===== src/rtl/mc_ctrl_pkg.sv =====
// Shared constants for the multi-cycle controller: opcodes, ALU codes, state encodings, mux selects.
// Latency: n/a (package only).
// Backpressure: n/a (package only).
package mc_ctrl_pkg;

   // Opcode field values (IR[31:26])
   localparam logic [5:0] OP_ADD  = 6'b000000;
   localparam logic [5:0] OP_SUB  = 6'b000001;
   localparam logic [5:0] OP_ADDI = 6'b000010;
   localparam logic [5:0] OP_OR   = 6'b010000;
   localparam logic [5:0] OP_AND  = 6'b010001;
   localparam logic [5:0] OP_ORI  = 6'b010010;
   localparam logic [5:0] OP_SLT  = 6'b100110;
   localparam logic [5:0] OP_SW   = 6'b110000;
   localparam logic [5:0] OP_LW   = 6'b110001;
   localparam logic [5:0] OP_BEQ  = 6'b110100;
   localparam logic [5:0] OP_J    = 6'b111000;
   localparam logic [5:0] OP_JR   = 6'b111001;
   localparam logic [5:0] OP_JAL  = 6'b111010;
   localparam logic [5:0] OP_HALT = 6'b111111;

   // ALU function codes
   localparam logic [2:0] ALU_ADD = 3'b000;
   localparam logic [2:0] ALU_SUB = 3'b001;
   localparam logic [2:0] ALU_OR  = 3'b011;
   localparam logic [2:0] ALU_AND = 3'b100;
   localparam logic [2:0] ALU_SLT = 3'b110;

   // PC source select
   localparam logic [1:0] PC_SEQ = 2'b00;
   localparam logic [1:0] PC_BR  = 2'b01;
   localparam logic [1:0] PC_RS  = 2'b10;
   localparam logic [1:0] PC_JMP = 2'b11;

   // Write-register select
   localparam logic [1:0] RO_RA = 2'b00;
   localparam logic [1:0] RO_RT = 2'b01;
   localparam logic [1:0] RO_RD = 2'b10;

   typedef enum logic [3:0] {
      S_IF     = 4'b0000,
      S_ID     = 4'b0001,
      S_EXE_LS = 4'b0010,
      S_MEM    = 4'b0011,
      S_WB_LW  = 4'b0100,
      S_EXE_BR = 4'b0101,
      S_EXE_R  = 4'b0110,
      S_WB_R   = 4'b0111,
      S_HALT   = 4'b1000,
      S_FAULT  = 4'b1001
   } state_t;

   // Immediate-operand ALU instructions (write rt, take the extended immediate)
   function automatic logic is_imm(input logic [5:0] op);
      return (op == OP_ADDI) || (op == OP_ORI);
   endfunction

   // ALU function for the instructions that pass through EXE_R
   function automatic logic [2:0] alu_for(input logic [5:0] op);
      logic [2:0] f;
      f = ALU_ADD;
      case (op)
         OP_SUB:         f = ALU_SUB;
         OP_OR, OP_ORI:  f = ALU_OR;
         OP_AND:         f = ALU_AND;
         OP_SLT:         f = ALU_SLT;
         default:        f = ALU_ADD;
      endcase
      return f;
   endfunction

endpackage


===== src/rtl/mc_wait_timer.sv =====
// Saturating count of consecutive not-ready cycles; flags when the count sits at MAX_WAIT.
// Latency: count updates one cycle after wait_inc; timeout is combinational from the count.
// Backpressure: none; clears whenever wait_inc is low, saturates (never wraps) while high.
// Ports: clk, rst_n (async active-low), wait_inc (waiting this cycle), timeout (count == MAX_WAIT).
module mc_wait_timer
   import mc_ctrl_pkg::*;
#(
   parameter int MAX_WAIT = 15
) (
   input  logic clk,
   input  logic rst_n,
   input  logic wait_inc,
   output logic timeout
);

   localparam int CW = (MAX_WAIT < 1) ? 1 : $clog2(MAX_WAIT + 1);
   localparam logic [CW-1:0] CNT_MAX = CW'(MAX_WAIT);

   logic [CW-1:0] wait_cnt;

   always_ff @(posedge clk or negedge rst_n) begin
      if (!rst_n) begin
         wait_cnt <= '0;
      end else if (!wait_inc) begin
         wait_cnt <= '0;
      end else if (wait_cnt != CNT_MAX) begin
         wait_cnt <= wait_cnt + 1'b1;
      end
   end

   // Reported regardless of ready so the FSM can let a same-cycle ready win.
   assign timeout = (wait_cnt == CNT_MAX);

endmodule


===== src/rtl/mc_ctrl_fsm.sv =====
// Multi-cycle CPU controller: IF/ID/EXE/MEM/WB sequencing with ready-handshake memories, timeout FAULT, HALT.
// Latency: outputs combinational from state/opcode/zero; state advances one step per CLK.
// Backpressure: IF/MEM hold while imem_ready/dmem_ready low; MAX_WAIT+1 idle cycles -> sticky FAULT.
// Optional: define MC_PERF_CNT_EN to add cycle_cnt/instr_cnt outputs.
// Ports: CLK, Reset (async active-low); opcode, zero, imem_ready, dmem_ready in;
//        memory requests, datapath enables/selects, ALUOp, state, fault, halted out.
module mc_ctrl_fsm
   import mc_ctrl_pkg::*;
#(
   parameter int OPCODE_W = 6,
   parameter int ALUOP_W  = 3,
   parameter int STATE_W  = 4,
   parameter int MAX_WAIT = 15,
   parameter int CNT_W    = 32
) (
   input  logic                CLK,
   input  logic                Reset,
   input  logic [OPCODE_W-1:0] opcode,
   input  logic                zero,
   input  logic                imem_ready,
   input  logic                dmem_ready,
   output logic                imem_req,
   output logic                dmem_req,
   output logic                PCWre,
   output logic                IRWre,
   output logic                RegWre,
   output logic                DataMemRW,
   output logic                ALUSrcB,
   output logic                ExtSel,
   output logic [1:0]          RegOut,
   output logic                ALUM2Reg,
   output logic                WrRegData,
   output logic [1:0]          PCSrc,
   output logic [ALUOP_W-1:0]  ALUOp,
   output logic [STATE_W-1:0]  state,
   output logic                fault,
`ifdef MC_PERF_CNT_EN
   output logic [CNT_W-1:0]    cycle_cnt,
   output logic [CNT_W-1:0]    instr_cnt,
`endif
   output logic                halted
);

   state_t     cur_state;
   state_t     nxt_state;
   logic [5:0] op;
   logic [2:0] alu;
   logic       wait_inc;
   logic       timeout;

   assign op    = 6'(opcode);
   assign ALUOp = ALUOP_W'(alu);
   assign state = STATE_W'(cur_state);

   mc_wait_timer #(
      .MAX_WAIT (MAX_WAIT)
   ) u_wait_timer (
      .clk      (CLK),
      .rst_n    (Reset),
      .wait_inc (wait_inc),
      .timeout  (timeout)
   );

   always_ff @(posedge CLK or negedge Reset) begin
      if (!Reset) begin
         cur_state <= S_IF;
      end else begin
         cur_state <= nxt_state;
      end
   end

   always_comb begin
      nxt_state = cur_state;
      wait_inc  = 1'b0;
      imem_req  = 1'b0;
      dmem_req  = 1'b0;
      PCWre     = 1'b0;
      IRWre     = 1'b0;
      RegWre    = 1'b0;
      DataMemRW = 1'b0;
      ALUSrcB   = 1'b0;
      ExtSel    = 1'b0;
      RegOut    = RO_RA;
      ALUM2Reg  = 1'b0;
      WrRegData = 1'b0;
      PCSrc     = PC_SEQ;
      alu       = ALU_ADD;
      fault     = 1'b0;
      halted    = 1'b0;

      // Outputs are gated by Reset so requests drop the instant reset asserts,
      // not at the next edge.
      if (Reset) begin
         case (cur_state)
            S_IF: begin
               imem_req = 1'b1;
               if (imem_ready) begin
                  IRWre     = 1'b1;
                  nxt_state = S_ID;
               end else begin
                  wait_inc = 1'b1;
                  if (timeout) nxt_state = S_FAULT;
               end
            end

            S_ID: begin
               case (op)
                  OP_ADD, OP_SUB, OP_OR, OP_AND, OP_SLT, OP_ADDI, OP_ORI:
                     nxt_state = S_EXE_R;
                  OP_BEQ:
                     nxt_state = S_EXE_BR;
                  OP_LW, OP_SW:
                     nxt_state = S_EXE_LS;
                  OP_J: begin
                     PCSrc     = PC_JMP;
                     PCWre     = 1'b1;
                     nxt_state = S_IF;
                  end
                  OP_JR: begin
                     PCSrc     = PC_RS;
                     PCWre     = 1'b1;
                     nxt_state = S_IF;
                  end
                  OP_JAL: begin
                     // Link: PC+4 into ra
                     RegOut    = RO_RA;
                     WrRegData = 1'b0;
                     RegWre    = 1'b1;
                     PCSrc     = PC_JMP;
                     PCWre     = 1'b1;
                     nxt_state = S_IF;
                  end
                  OP_HALT:
                     nxt_state = S_HALT;
                  default:
                     nxt_state = S_FAULT;
               endcase
            end

            S_EXE_R: begin
               alu       = alu_for(op);
               ALUSrcB   = is_imm(op);
               ExtSel    = (op != OP_ORI);
               nxt_state = S_WB_R;
            end

            S_WB_R: begin
               RegWre    = 1'b1;
               RegOut    = is_imm(op) ? RO_RT : RO_RD;
               WrRegData = 1'b1;
               PCWre     = 1'b1;
               PCSrc     = PC_SEQ;
               nxt_state = S_IF;
            end

            S_EXE_BR: begin
               alu       = ALU_SUB;
               PCWre     = 1'b1;
               PCSrc     = zero ? PC_BR : PC_SEQ;
               nxt_state = S_IF;
            end

            S_EXE_LS: begin
               alu       = ALU_ADD;
               ALUSrcB   = 1'b1;
               ExtSel    = 1'b1;
               nxt_state = S_MEM;
            end

            S_MEM: begin
               dmem_req  = 1'b1;
               DataMemRW = (op == OP_SW);
               if (dmem_ready) begin
                  if (op == OP_SW) begin
                     PCWre     = 1'b1;
                     nxt_state = S_IF;
                  end else begin
                     nxt_state = S_WB_LW;
                  end
               end else begin
                  wait_inc = 1'b1;
                  if (timeout) nxt_state = S_FAULT;
               end
            end

            S_WB_LW: begin
               RegWre    = 1'b1;
               RegOut    = RO_RT;
               ALUM2Reg  = 1'b1;
               WrRegData = 1'b1;
               PCWre     = 1'b1;
               nxt_state = S_IF;
            end

            S_HALT: begin
               halted    = 1'b1;
               nxt_state = S_HALT;
            end

            S_FAULT: begin
               fault     = 1'b1;
               nxt_state = S_FAULT;
            end

            // Unused encodings are treated as corruption.
            default: nxt_state = S_FAULT;
         endcase
      end
   end

`ifdef MC_PERF_CNT_EN
   always_ff @(posedge CLK or negedge Reset) begin
      if (!Reset) begin
         cycle_cnt <= '0;
         instr_cnt <= '0;
      end else begin
         if (cur_state != S_HALT && cur_state != S_FAULT) cycle_cnt <= cycle_cnt + 1'b1;
         if (PCWre) instr_cnt <= instr_cnt + 1'b1;
      end
   end
`endif

endmodule


===== config.mk =====
export PLATFORM = sky130hd
export DESIGN_NAME = mc_ctrl_fsm
export DESIGN_NICKNAME = d
export VERILOG_FILES = /design/src/rtl/mc_ctrl_pkg.sv /design/src/rtl/mc_wait_timer.sv /design/src/rtl/mc_ctrl_fsm.sv
export SDC_FILE = /design/constraint.sdc
export NUM_CORES = 1
export LEC_CHECK = 0
export BUFFER_PORTS_ARGS = -buffer_cell sky130_fd_sc_hd__buf_2
export CAP_MARGIN = 15
export CORE_UTILIZATION = 30
export CTS_CLUSTER_SIZE = 25
export DETAILED_ROUTE_END_ITERATION = 8
export HOLD_SLACK_MARGIN = 0.06
export PLACE_DENSITY_LB_ADDON = 0.15
export REMOVE_ABC_BUFFERS = 1
export SYNTH_ARGS = -nofsm -noshare
export SYNTH_HDL_FRONTEND = slang
export SYNTH_SLANG_ARGS = --single-unit

===== constraint.sdc =====
create_clock -name CLK -period 2 [get_ports CLK]
set_input_delay 0 -clock CLK [delete_from_list [all_inputs] [get_ports CLK]]
set_output_delay 0 -clock CLK [all_outputs]
set_load 0.05 [all_outputs]

======== Yosys cells after proc, flatten, opt, wreduce, memory -nomap -nowiden ========
Cells that the tools add are included.
word-level totals
  logic and storage cells ................. 90
  input port bits ......................... 11
  bits in registers ....................... 8
  output and inout bits ................... 23
cells by class
  add/subtract/negate cells ............... 1
  muxes and demuxes ....................... 51
  equal/unequal tests ..................... 26
  reduce and logical (&&, ||, !) cells .... 10
operator list
  cell                 number
  $eq 6x6->1 const B   8
  $mux 1               29
  $pmux 4 s7           1
  $mux 4               5
  $pmux 4 s5           1
  $eq 6x5->1 const B   3
  $eq 4x3->1 const B   4
  $eq 4x4->1 const B   3
  $pmux 2 s2           3
  $pmux 3 s4           1
  $eq 4x2->1 const B   2
  $pmux 1 s2           4
  $reduce_or 2->1      4
  $reduce_or 7->1      1
  $eq 6x1->1 const B   1
  $eq 6x2->1 const B   1
  $logic_not 6->1      1
  $mux 2               3
  $mux 3               2
  $ne 6x5->1 const B   1
  $pmux 3 s2           1
  $reduce_or 3->1      2
  $add 4x1->4 const B  1
  $eq 4x1->1 const B   1
  other kinds (5)      5

======== Logic depth before layout (Yosys ltp) ========
Gate-level depths: netlist of run 1.
  depth after elaboration ................. 5
  mapped depth ............................ 6

======== By module ========
From an unflattened synthesis of run 1, not the netlist that was laid out.
unflattened totals
  cell total of the unflattened synthesis .. 140
  area, all modules ....................... 984.7 um2
by module, submodules not included
  module         area an instance (um2)  times used  sequential area each (um2)  cells an instance
  mc_ctrl_fsm    772.0                   1           100.1                       120
  mc_wait_timer  212.7                   1           100.1                       20

======== Worst setup path before layout of run 1 ========
OpenSTA, ideal clock, no wires.
  path type ............................... reg2out
  start ................................... register cur_state[0], in the netlist state[0]
  end ..................................... output port ALUOp[1]
  slack ................................... -1518 ps
  data arrival time ....................... 3518 ps
  stages on the path, launching flop included .. 5
  buffers on the path ..................... 1
  required time ........................... 2000 ps
  path through ............................ dfrtp_1 > buf_4 > nor2b_1 > nand3_1 > a2111oi_0
between the ends
  cells in the longest elaborated chain, start to end .. 3
ends and longest elaborated chain
  element                 line               text
  start, declared         mc_ctrl_fsm.sv:44  state_t cur_state;
  start signal, assigned  mc_ctrl_fsm.sv:68  cur_state <= nxt_state;
  $eq 4x3->1              mc_ctrl_fsm.sv:94  case (cur_state)
  $pmux 3 s2 *            mc_ctrl_fsm.sv:94
  $mux 3 *                mc_ctrl_fsm.sv:93  if (Reset) begin
  end, declared           mc_ctrl_fsm.sv:34  output logic [ALUOP_W-1:0] ALUOp,
Every way passes the cells marked *; elsewhere a longest branch is shown, timed or not.

======== Final worst setup path of run 1 ========
  start ................................... register cur_state[3], in the netlist state[3]
  end ..................................... output port RegWre
between the ends
  cells in the longest elaborated chain, start to end .. 4
ends and longest elaborated chain
  element                           line               text
  $eq 4x3->1                        mc_ctrl_fsm.sv:94
  $reduce_or 2->1 (no source line)  --
  $pmux 1 s2 *                      mc_ctrl_fsm.sv:94
  $mux 1 *                          mc_ctrl_fsm.sv:93
  end, declared                     mc_ctrl_fsm.sv:26  output logic RegWre,
Marks and branches as above.

==> results of run 1 <==
[layout make-up]
class / count / share of cell area, %
Clock buffer: 3 / 1.89
Multi-Input combinational cell: 104 / 57.4
Inverter: 3 / 0.946
Tap cell: 44 / 4.63
Sequential cell: 8 / 16.9
Timing Repair Buffer: 38 / 18.2
[metrics by stage]
step           TNS (ns)  area [µm²]  util (%)  worst slack, ns
6_report              0        1190      39.3           0.0889
5_1_grt               0        1190      39.3          0.00330
4_1_cts               0        1170      38.8           0.0210
3_5_place_dp          0        1140      37.6            0.275
3_3_place_gp          0        1140      37.6            0.298
2_1_floorplan     -4.57         890         -            -1.51
[sequential cells by signal, indices dropped and copies added (netlist names)]
name	flops
u_wait_timer.wait_cnt	4
state	4
[worst max-delay path: cells and delay by family, from the launching register on]
kind                   cells  cell delay, ns
AO/OA/AOI/OAI              2            0.32
buffers and inverters      1            0.22
flip-flops                 1            0.46
AND/OR/NAND/NOR            2            0.65
[placed cells by master (no fill, tap or decap), drive strengths merged]
master / count
clkbuf: 3
o22ai: 6
and2: 3
or3: 2
or2b: 1
a211oi: 2
nand4: 1
a2111oi: 1
o21a: 1
dfrtp: 8
dlygate4sd3: 1
o221ai: 1
a41oi: 1
nor4b: 1
inv: 3
mux2i: 2
or2: 4
nor3b: 3
or4: 2
nor3: 7
nand3b: 2
a21oi: 6
nand3: 8
nor2: 15
buf: 37
and3: 1
ha: 1
a2bb2oi: 1
nand4b: 3
o22a: 2
or4b: 1
xnor2: 1
nand2: 10
nor2b: 4
a211o: 1
a31oi: 3
o21ai: 4
nand2b: 2
and2b: 1
[path summary, 6_finish.rpt]
kind | start | endpoint | cells after the start
setup / recovery | state[3]$_DFFE_PN0P_ | RegWre | 5
hold / removal | imem_ready | u_wait_timer.wait_cnt[2]$_DFFE_PN0P_ | 4
setup reg to reg | state[0]$_DFFE_PN0P_ | state[3]$_DFFE_PN0P_ | 4
hold reg to reg | u_wait_timer.wait_cnt[3]$_DFFE_PN0P_ | u_wait_timer.wait_cnt[3]$_DFFE_PN0P_ | 2
max in group asynchronous | Reset | state[3]$_DFFE_PN0P_ | 3
min in group asynchronous | Reset | u_wait_timer.wait_cnt[3]$_DFFE_PN0P_ | 3
[timing repair]
action / 4_1_cts / 5_1_grt
gates resized for setup: 1 / 7
pin swaps: 0 / 1
hold endpoints to repair: 8 / 0
hold buffers: 1 / 0
buffers inserted: 0 / 0
cloned: 0 / 0
endpoints found under the setup margin: 1 / 3
[cell families after synthesis]
logic type      share of synthesized area (%)
compound gates                           20.7
xor+xnor                                0.924
fa+ha+maj                                1.32
buf+inv                                  7.39
flops                                    21.1
mux                                      2.11
simple gates                             46.4
[power by group through the flow]
stage | registers [W] | clock network [W] | logic [W]
4_1_cts | 0.000175 | 0.000129 | 0.000136
3_3_place_gp | 0.000178 | 0 | 0.000133
5_1_grt | 0.000176 | 0.000138 | 0.000148
2_1_floorplan | 0.000186 | 0 | 0.0000699
6_report | 0.000175 | 0.000121 | 0.000136
3_5_place_dp | 0.000178 | 0 | 0.000133
[per-layer routing]
| layer | GRT usage [%] | wire, µm | vias to the layer above |
|---|---|---|---|
| met5 | 0 | 0 | - |
| met4 | 4.76 | 32 | 0 |
| met3 | 3.57 | 135 | 4 |
| met2 | 23.3 | 1230 | 34 |
| met1 | 22.2 | 1240 | 474 |
| li1 | - | - | 523 |
==> results.cfg, run 1 <==
[drt]
firstDrtPassIters = 4
via_count = 1035
ant_nets = 0
routed_wirelength_um = 2640
dr.first_iter.drc_count = 42
viasPerCell = 5.18
wl_per_cell_um = 13.2
drcViolationCount = 0

[synthesis]
synth_edf_count = 0
synthCells = 125
netlist_top_cells_area = dfrtp_1, nor2_1, o22ai_1
ys_ff_latch = 8
syn_area_um2 = 948
yosys.area.top_type = dfrtp_1
avgSynthCellArea_um2 = 7.59
async_flop_share_pct = 100
yosys.area.top_type_share_pct = 21.1
yosys_warnings = 0
synth.yosys.seq_area_share_pct = 21.1
ys.flop_type = dfrtp_1
yosysMostFrequentCell = nor2_1
netlist_top_cells_count = nor2_1, nand2_1, dfrtp_1, nand3_1
synth.distinct_cells = 49

[timing]
post-route-period-util_pct = 95.6
slew_violations = 0
max_freq_mhz = 523
hold_violations = 0
rsz0062_at_grt = no
hold_slack_ns = 0.181
period_needed_ns = 1.91
fin_worst_skew_ns = 0.00836
relSlewSlack_pct = 77.0
tightest_slew_ns = 0.345
finalSetupViolCount = 0

[power_and_ir_drop]
internal-power_w = 0.000279
ir_drop_mv = 0.124
switchingPower_w = 0.000153
pwr-share-seq_pct = 40.6
power.total_w = 0.000432
leakagePower_nw = 0.537
p_sw_share_pct = 35.5
power_density_nw_per_um2 = 363
pwr-share-clk_pct = 28.0
share_comb_of_total_power_pct = 31.4

[final_layout]
syn_to_final_growth_pct = 25.5
regArea_um2 = 201
layout.nets = 170
final_cell_count_no_fill = 200
antenna_cells = 0
drive_gt1_share_pct = 34.6
multi_input_area_um2 = 683
nFillCells = 311

[setup_path]
cpPeakStageDelay_ns = 0.46
cp_max_fo = 9
path_cells = or2_1 > or3_1 > o22a_1 > o22ai_1 > buf_4
rrSetupSlack_ns = 0.38
end_kind = primary output
cp-start-kind = flop
cp_data_required_time_ns = 2.00
crit_type = flop to primary output
arrival_ns = 1.91
cp_slowest_cell = dfrtp_2

[run]
maxCapViolations = 0

[clock_network]
cts_made_buffers = 3
path_clk_slew_ns = 0.06
cts_root_buf = clkbuf_4
clock_sinks = 8
insertion_delay_ns = 0.25
cts_tree = built
h-tree-depth = 1
clockBufferDepth = 2

[placed_design]
io_buffers = 33
hpwlAfterDp_um = 2020
dpl.cell_count = 196
place_congestion = 0.857

[floorplanning]
die_h_um = 58.2
rows = 20
ios = 34
dieArea_um2 = 3390
die_x_um = 58.2
initial_core_util_pct = 31.3
core_um2 = 3030

[global_routing]
grt_antenna_before_repair = 0
track_usage_pct = 15.6
grt_pass1_vias = 880
grt_first_pass_wirelength_um = 4130
grt_max_degree = 19
overflow = 0

[hold_path]
min_path_type = input pin to flop

[outcome]
status = finished, final reports clean
No activity file was read; power rests on OpenSTA's default activity.
==> inputs of run 2 (changes only) <==
==> constraint.sdc (replaced) <==
create_clock -name CLK -period 2 [get_ports CLK]
set_input_delay 0 -clock CLK [delete_from_list [all_inputs] [get_ports CLK]]
set_output_delay 0 -clock CLK [all_outputs]
set_load 0.1 [all_outputs]
==> run 2 against run 1 <==
  * Critical endpoint unchanged
  * Fmax shrank 3.2%
  * Core utilization increased by 3.4 points
  * Via count increased by 1.1%
  * Combinational power increased by 23%
  * Register-to-register slack about the same
  * Global-route usage increased by 0.73 points
  * Clock skew shrank 0.0020 ns
  * Total power is 6.8% higher
  * Hold slack worse by 0.00058 ns
  * Sequential cell count unchanged
==> results.cfg, run 2 (synthesis results as in run 1) <==
[outcome]
status = finished, final reports clean

[run]
maxCapViolations = 0

[setup_path]
cp_data_required_time_ns = 2.00
crit_cells = 5
end_kind = primary output
path_cells = or2_1 > or3_1 > o22a_1 > o22ai_1 > buf_12
cpPeakStageDelay_ns = 0.40
crit_type = flop to primary output
cp_num_buf_inv = 1
arrival_ns = 1.97
cp-startpoint = state[3]$_DFFE_PN0P_
rrSetupSlack_ns = 0.37
crit_path_end = RegWre
cp_max_fo = 3
r2r_cells = 4
rr_startpoint = state[0]$_DFFE_PN0P_
reg2reg_to = state[3]$_DFFE_PN0P_
cp_slowest_cell = or3_1
crit_family = simple AND/OR/NAND/NOR gates
cp-start-kind = flop

[placed_design]
dp_slack_ns = 0.240
hpwlAfterDp_um = 2070
place_congestion = 0.781
dpl.cell_count = 197
io_buffers = 33

[final_layout]
final_util_pct = 42.7
drive_gt1_share_pct = 36.3
antenna_cells = 0
nFillCells = 332
layout_common_cells = buf_2, nor2_1, nand2_1, dfrtp_1, nand3_1
mostFrequentLayoutCell = buf_2
syn_to_final_growth_pct = 36.4
layout.nets = 171
final_cell_count_no_fill = 201

[drt]
viasPerCell = 5.20
wl_per_cell_um = 13.4
routed_wirelength_um = 2700
via_count = 1046
ant_nets = 0
firstDrtPassIters = 4
dr.first_iter.drc_count = 19
drcViolationCount = 0

[power_and_ir_drop]
leakagePower_nw = 0.560
power_density_nw_per_um2 = 357
ir_drop_mv = 0.188

[timing]
hold_violations = 0
setup_slack_ns = 0.0254
tightest_slew_ns = 0.488
fin_worst_skew_ns = 0.00641
finalSetupViolCount = 0
period_needed_ns = 1.97
rsz0062_at_grt = yes
relSlewSlack_pct = 67.7
max_freq_mhz = 506
setup_tns_ns = 0
slew_violations = 0
post-route-period-util_pct = 98.7

[clock_network]
post_cts_buffers = 0
cts_root_buf = clkbuf_4
insertion_delay_ns = 0.25
clock_sinks = 8
cts_tree = built
path_clk_slew_ns = 0.05
cts_made_buffers = 3
clockBufferDepth = 2
h-tree-depth = 1

[hold_path]
min_path_type = input pin to flop

[floorplanning]
ios = 34
die_h_um = 58.2
initial_core_util_pct = 31.3
rows = 20
dieArea_um2 = 3390
die_x_um = 58.2
core_um2 = 3030

[global_routing]
grt_first_pass_wirelength_um = 4370
overflow = 0
grt_antenna_before_repair = 0
track_usage_pct = 16.3
grt_max_degree = 19
grt_pass1_vias = 935
-- run 2: metrics by stage --
step                      hold WS, ns  total power [W]  instance area [µm²]
after floorplan                -0.296         0.000285                  890
after global placement        -0.0192         0.000339                 1240
after detailed placement      -0.0286         0.000339                 1240
after CTS                       0.180         0.000462                 1270
after global routing            0.191         0.000492                 1290
final                           0.181         0.000462                 1290
-- run 2: worst min path at each step --
stage	from	end	slack, ns	cells after the start
finish	imem_ready	u_wait_timer.wait_cnt[3]$_DFFE_PN0P_	0.18	4
global route	opcode[2]	state[1]$_DFFE_PN0P_	0.19	3
CTS	opcode[2]	state[1]$_DFFE_PN0P_	0.18	3
detailed placement	Reset	state[0]$_DFFE_PN0P_	-0.03	2
global placement	Reset	u_wait_timer.wait_cnt[2]$_DFFE_PN0P_	-0.02	2
floorplan	Reset	state[0]$_DFFE_PN0P_	-0.30	0
-- run 2: final cells by class --
type	count	area [µm²]	share of cell area [%]
sequential	8	200	15.5
clock buffer	3	22.5	1.74
multi-input combinational	104	697	53.9
timing repair buffer	39	308	23.8
inverter	3	11.3	0.870
tap	44	55.1	4.26
-- run 2: worst min-delay path, cell delays in order --
cell and delay (ns):
buf_2 0.09, o22ai_1 0.09, nand3_2 0.15, nor3_2 0.06
-- run 2: power by group --
part | total (W) | leakage (nW) | internal, W | switching [W]
registers | 0.000175 | 0.102 | 0.000165 | 0.00000999
logic | 0.000167 | 0.444 | 0.0000465 | 0.000121
clock network | 0.000119 | 0.0138 | 0.0000684 | 0.0000506
total | 0.000462 | 0.560 | 0.000280 | 0.000181
-- run 2: repair_timing --
| item | in CTS | in global routing |
|---|---|---|
| endpoints found under the hold margin | 8 | 0 |
| gates resized for setup | 1 | 6 |
| hold buffers | 1 | 0 |
| endpoints found under the setup margin | 1 | 7 |
-- run 2: metal layers --
metal / GRT usage, % / up-vias / part of all wire (%)
li1: - / 527 / -
met1: 22.1 / 502 / 49
met2: 27.8 / 17 / 49
met3: 2.23 / 0 / 2.8
met4: 3.06 / 0 / 0
met5: 0 / - / 0
==> inputs of run 3 (changes only) <==
--- a/config.mk
+++ b/config.mk
@@ -5,9 +5,10 @@
 export SDC_FILE = /design/constraint.sdc
 export NUM_CORES = 1
 export LEC_CHECK = 0
+export ABC_AREA = 1
 export BUFFER_PORTS_ARGS = -buffer_cell sky130_fd_sc_hd__buf_2
 export CAP_MARGIN = 15
-export CORE_UTILIZATION = 30
+export CORE_UTILIZATION = 49
 export CTS_CLUSTER_SIZE = 25
 export DETAILED_ROUTE_END_ITERATION = 8
 export HOLD_SLACK_MARGIN = 0.06
==> run 3 against run 2 <==
  * Final cell count increased by 7.5%
  * Non-clock buffer count decreased by 4
  * Clock skew increased by 0.0013 ns
  * Wire length decreased by 14%
  * Fmax increased by 7.1%
  * Clock power increased by 4%
  * First-iteration DRC count increased by 42%
  * Worst setup slack improved by 0.13 ns
  * Sequential share of layout area increased by 1.7 points
  * Register-to-register slack improved by 0.08 ns
  * Critical path type unchanged
  * Highest routed layer is now met4
==> results.cfg, run 3 <==
[synthesis]
muxShareOfSynthArea_pct = 0
yosysMostFrequentCell = nand2_1
synth.yosys.seq_area_share_pct = 21.7
netlist_top_cells_count = nand2_1, nor2_1, inv_1, nand3_1, dfrtp_1
yosys_warnings = 0
async_flop_share_pct = 100
synth_compound_area_share_pct = 13.4
synth-simple-area-share_pct = 50.2
synth_xor_area_share_pct = 1.89
ys.flop_type = dfrtp_1
synth_top_family_by_area = simple AND/OR/NAND/NOR gates
ys_ff_latch = 8
yosys.area.top_type = dfrtp_1
avgSynthCellArea_um2 = 5.97
syn_area_um2 = 925
synth_edf_count = 0
yosys.area.top_type_share_pct = 21.7
synthCells = 155
netlist_top_cells_area = dfrtp_1, nand2_1, nor2_1
synth-adder-area-share_pct = 1.35
synth.distinct_cells = 29

[clock_network]
h-tree-depth = 1
cts_made_buffers = 3
path_clk_slew_ns = 0.06
cts_tree = built
clock_sinks = 8
cts_root_buf = clkbuf_4
clockBufferDepth = 2
insertion_delay_ns = 0.26

[global_routing]
grt_pass1_vias = 855
track_usage_pct = 23.6
grt_first_pass_wirelength_um = 3520
grt_max_degree = 18
overflow = 0
grt_antenna_before_repair = 0

[setup_path]
arrival_ns = 1.84
cp_max_fo = 6
cp_slowest_cell = dfrtp_1
cp_data_required_time_ns = 2.00
crit_family = buffers and inverters
cpPeakStageDelay_ns = 0.50
cp_common_cell = inv_2
cp_num_buf_inv = 3
crit_type = flop to primary output
end_kind = primary output
path_cells = inv_2 > nor2_4 > nand2_2 > a21oi_2 > inv_2 > a21oi_1 > buf_2
cp-start-kind = flop

[floorplanning]
core_um2 = 1750
initial_core_util_pct = 53.0
die_x_um = 45.4
die_h_um = 45.4
rows = 15
ios = 34
dieArea_um2 = 2060

[hold_path]
min_path_type = input pin to flop

[timing]
slew_violations = 0
tightest_slew_ns = 0.486
relSlewSlack_pct = 67.8
max_freq_mhz = 543
hold_violations = 0
period_needed_ns = 1.84
fin_worst_skew_ns = 0.00767
rsz0062_at_grt = no
post-route-period-util_pct = 92.1
finalSetupViolCount = 0
hold_slack_ns = 0.158

[placed_design]
place_congestion = 0.923
hpwlAfterDp_um = 1860
io_buffers = 33

[drt]
dr.first_iter.drc_count = 27
drcViolationCount = 0
firstDrtPassIters = 4
wl_per_cell_um = 10.7
via_count = 1106
ant_nets = 0
routed_wirelength_um = 2310
viasPerCell = 5.12

[final_layout]
layout.nets = 205
antenna_cells = 0
syn_to_final_growth_pct = 26.3
layout_common_cells = nand2_1, nor2_1, buf_2
mostFrequentLayoutCell = nand2_1
drive_gt1_share_pct = 30.9
nFillCells = 163

[power_and_ir_drop]
power.total_w = 0.000449
ir_drop_mv = 0.418
power_density_nw_per_um2 = 385
leakagePower_nw = 0.608

[outcome]
status = finished, final reports clean

[run]
maxCapViolations = 0
==> run 3: cell count changes in the layout (fill, tap and decap cells not counted), moves of 5 or more <==
cell and delta:
nand2_1 +31, inv_1 +16, nor2_1 +12, nand3_1 +8, inv_2 +7, buf_12 -6
o22ai_1 -6, nor2_4 +5
==> run 3: routing by layer <==
metal,vias to the layer above,wire length [µm],track usage (%)
li1,570,-,-
met1,485,1100,34.3
met2,49,1040,36.6
met3,2,157,4.76
met4,0,4,3.64
met5,-,0,0
==> run 3: cell type report <==
| class | instances | area, µm² | share of cell area (%) |
|---|---|---|---|
| Multi-Input combinational cell | 119 | 618 | 52.9 |
| Sequential cell | 8 | 200 | 17.1 |
| Timing Repair Buffer | 35 | 198 | 16.9 |
| Inverter | 26 | 97.6 | 8.36 |
| Tap cell | 25 | 31.3 | 2.68 |
| Clock buffer | 3 | 22.5 | 1.93 |
==> run 3: logic make-up after synthesis <==
family | after synthesis
compound gates | 19
xor+xnor | 2
fa+ha+maj | 1
buf+inv | 28
flops | 8
simple gates | 97
==> run 3: what timing repair did <==
action,in CTS,in global routing
endpoints found under the setup margin,0,6
endpoints found under the hold margin,8,0
buffers inserted,0,0
hold buffers,1,0
resized for setup,0,7
==> run 3: final timing paths <==
path	from	to	slack (ns)	cells after the start
max	state[2]$_DFFE_PN0P_	RegOut[0]	0.16	7
min	imem_ready	u_wait_timer.wait_cnt[2]$_DFFE_PN0P_	0.16	6
max reg2reg	u_wait_timer.wait_cnt[0]$_DFFE_PN0P_	state[0]$_DFFE_PN0P_	0.45	6
min reg2reg	u_wait_timer.wait_cnt[1]$_DFFE_PN0P_	u_wait_timer.wait_cnt[1]$_DFFE_PN0P_	0.57	2
max in group asynchronous	Reset	u_wait_timer.wait_cnt[0]$_DFFE_PN0P_	1.60	3
min in group asynchronous	Reset	state[0]$_DFFE_PN0P_	0.22	3
==> run 3: worst register-to-register path: cells and delay by family, from the launching register on <==
family	cells	cell delay, ns
AND/OR/NAND/NOR	3	0.59
flip-flops	1	0.40
adder cells (fa/ha/maj)	1	0.23
AO/OA/AOI/OAI	2	0.22
==> run 3: through the flow <==
step | std cells | setup WS [ns] | util [%] | setup TNS [ns] | area [µm²]
global placement | 212 | 0.379 | 64.2 | 0 | 1120
floorplan | 153 | -1.89 | - | -19.94 | 916
global route | 216 | 0.0202 | 66.9 | 0 | 1170
CTS | 216 | 0.0634 | 66.0 | 0 | 1150
finish | 216 | 0.157 | 66.9 | 0 | 1170
detailed placement | 212 | 0.349 | 64.2 | 0 | 1120
==> run 3: power breakdown <==
part / total [W] / internal (W) / switching, W
Clock: 0.000124 / 0.0000687 / 0.0000552
Sequential: 0.000171 / 0.000165 / 0.00000586
Combinational: 0.000154 / 0.0000322 / 0.000122
Total: 0.000449 / 0.000266 / 0.000183
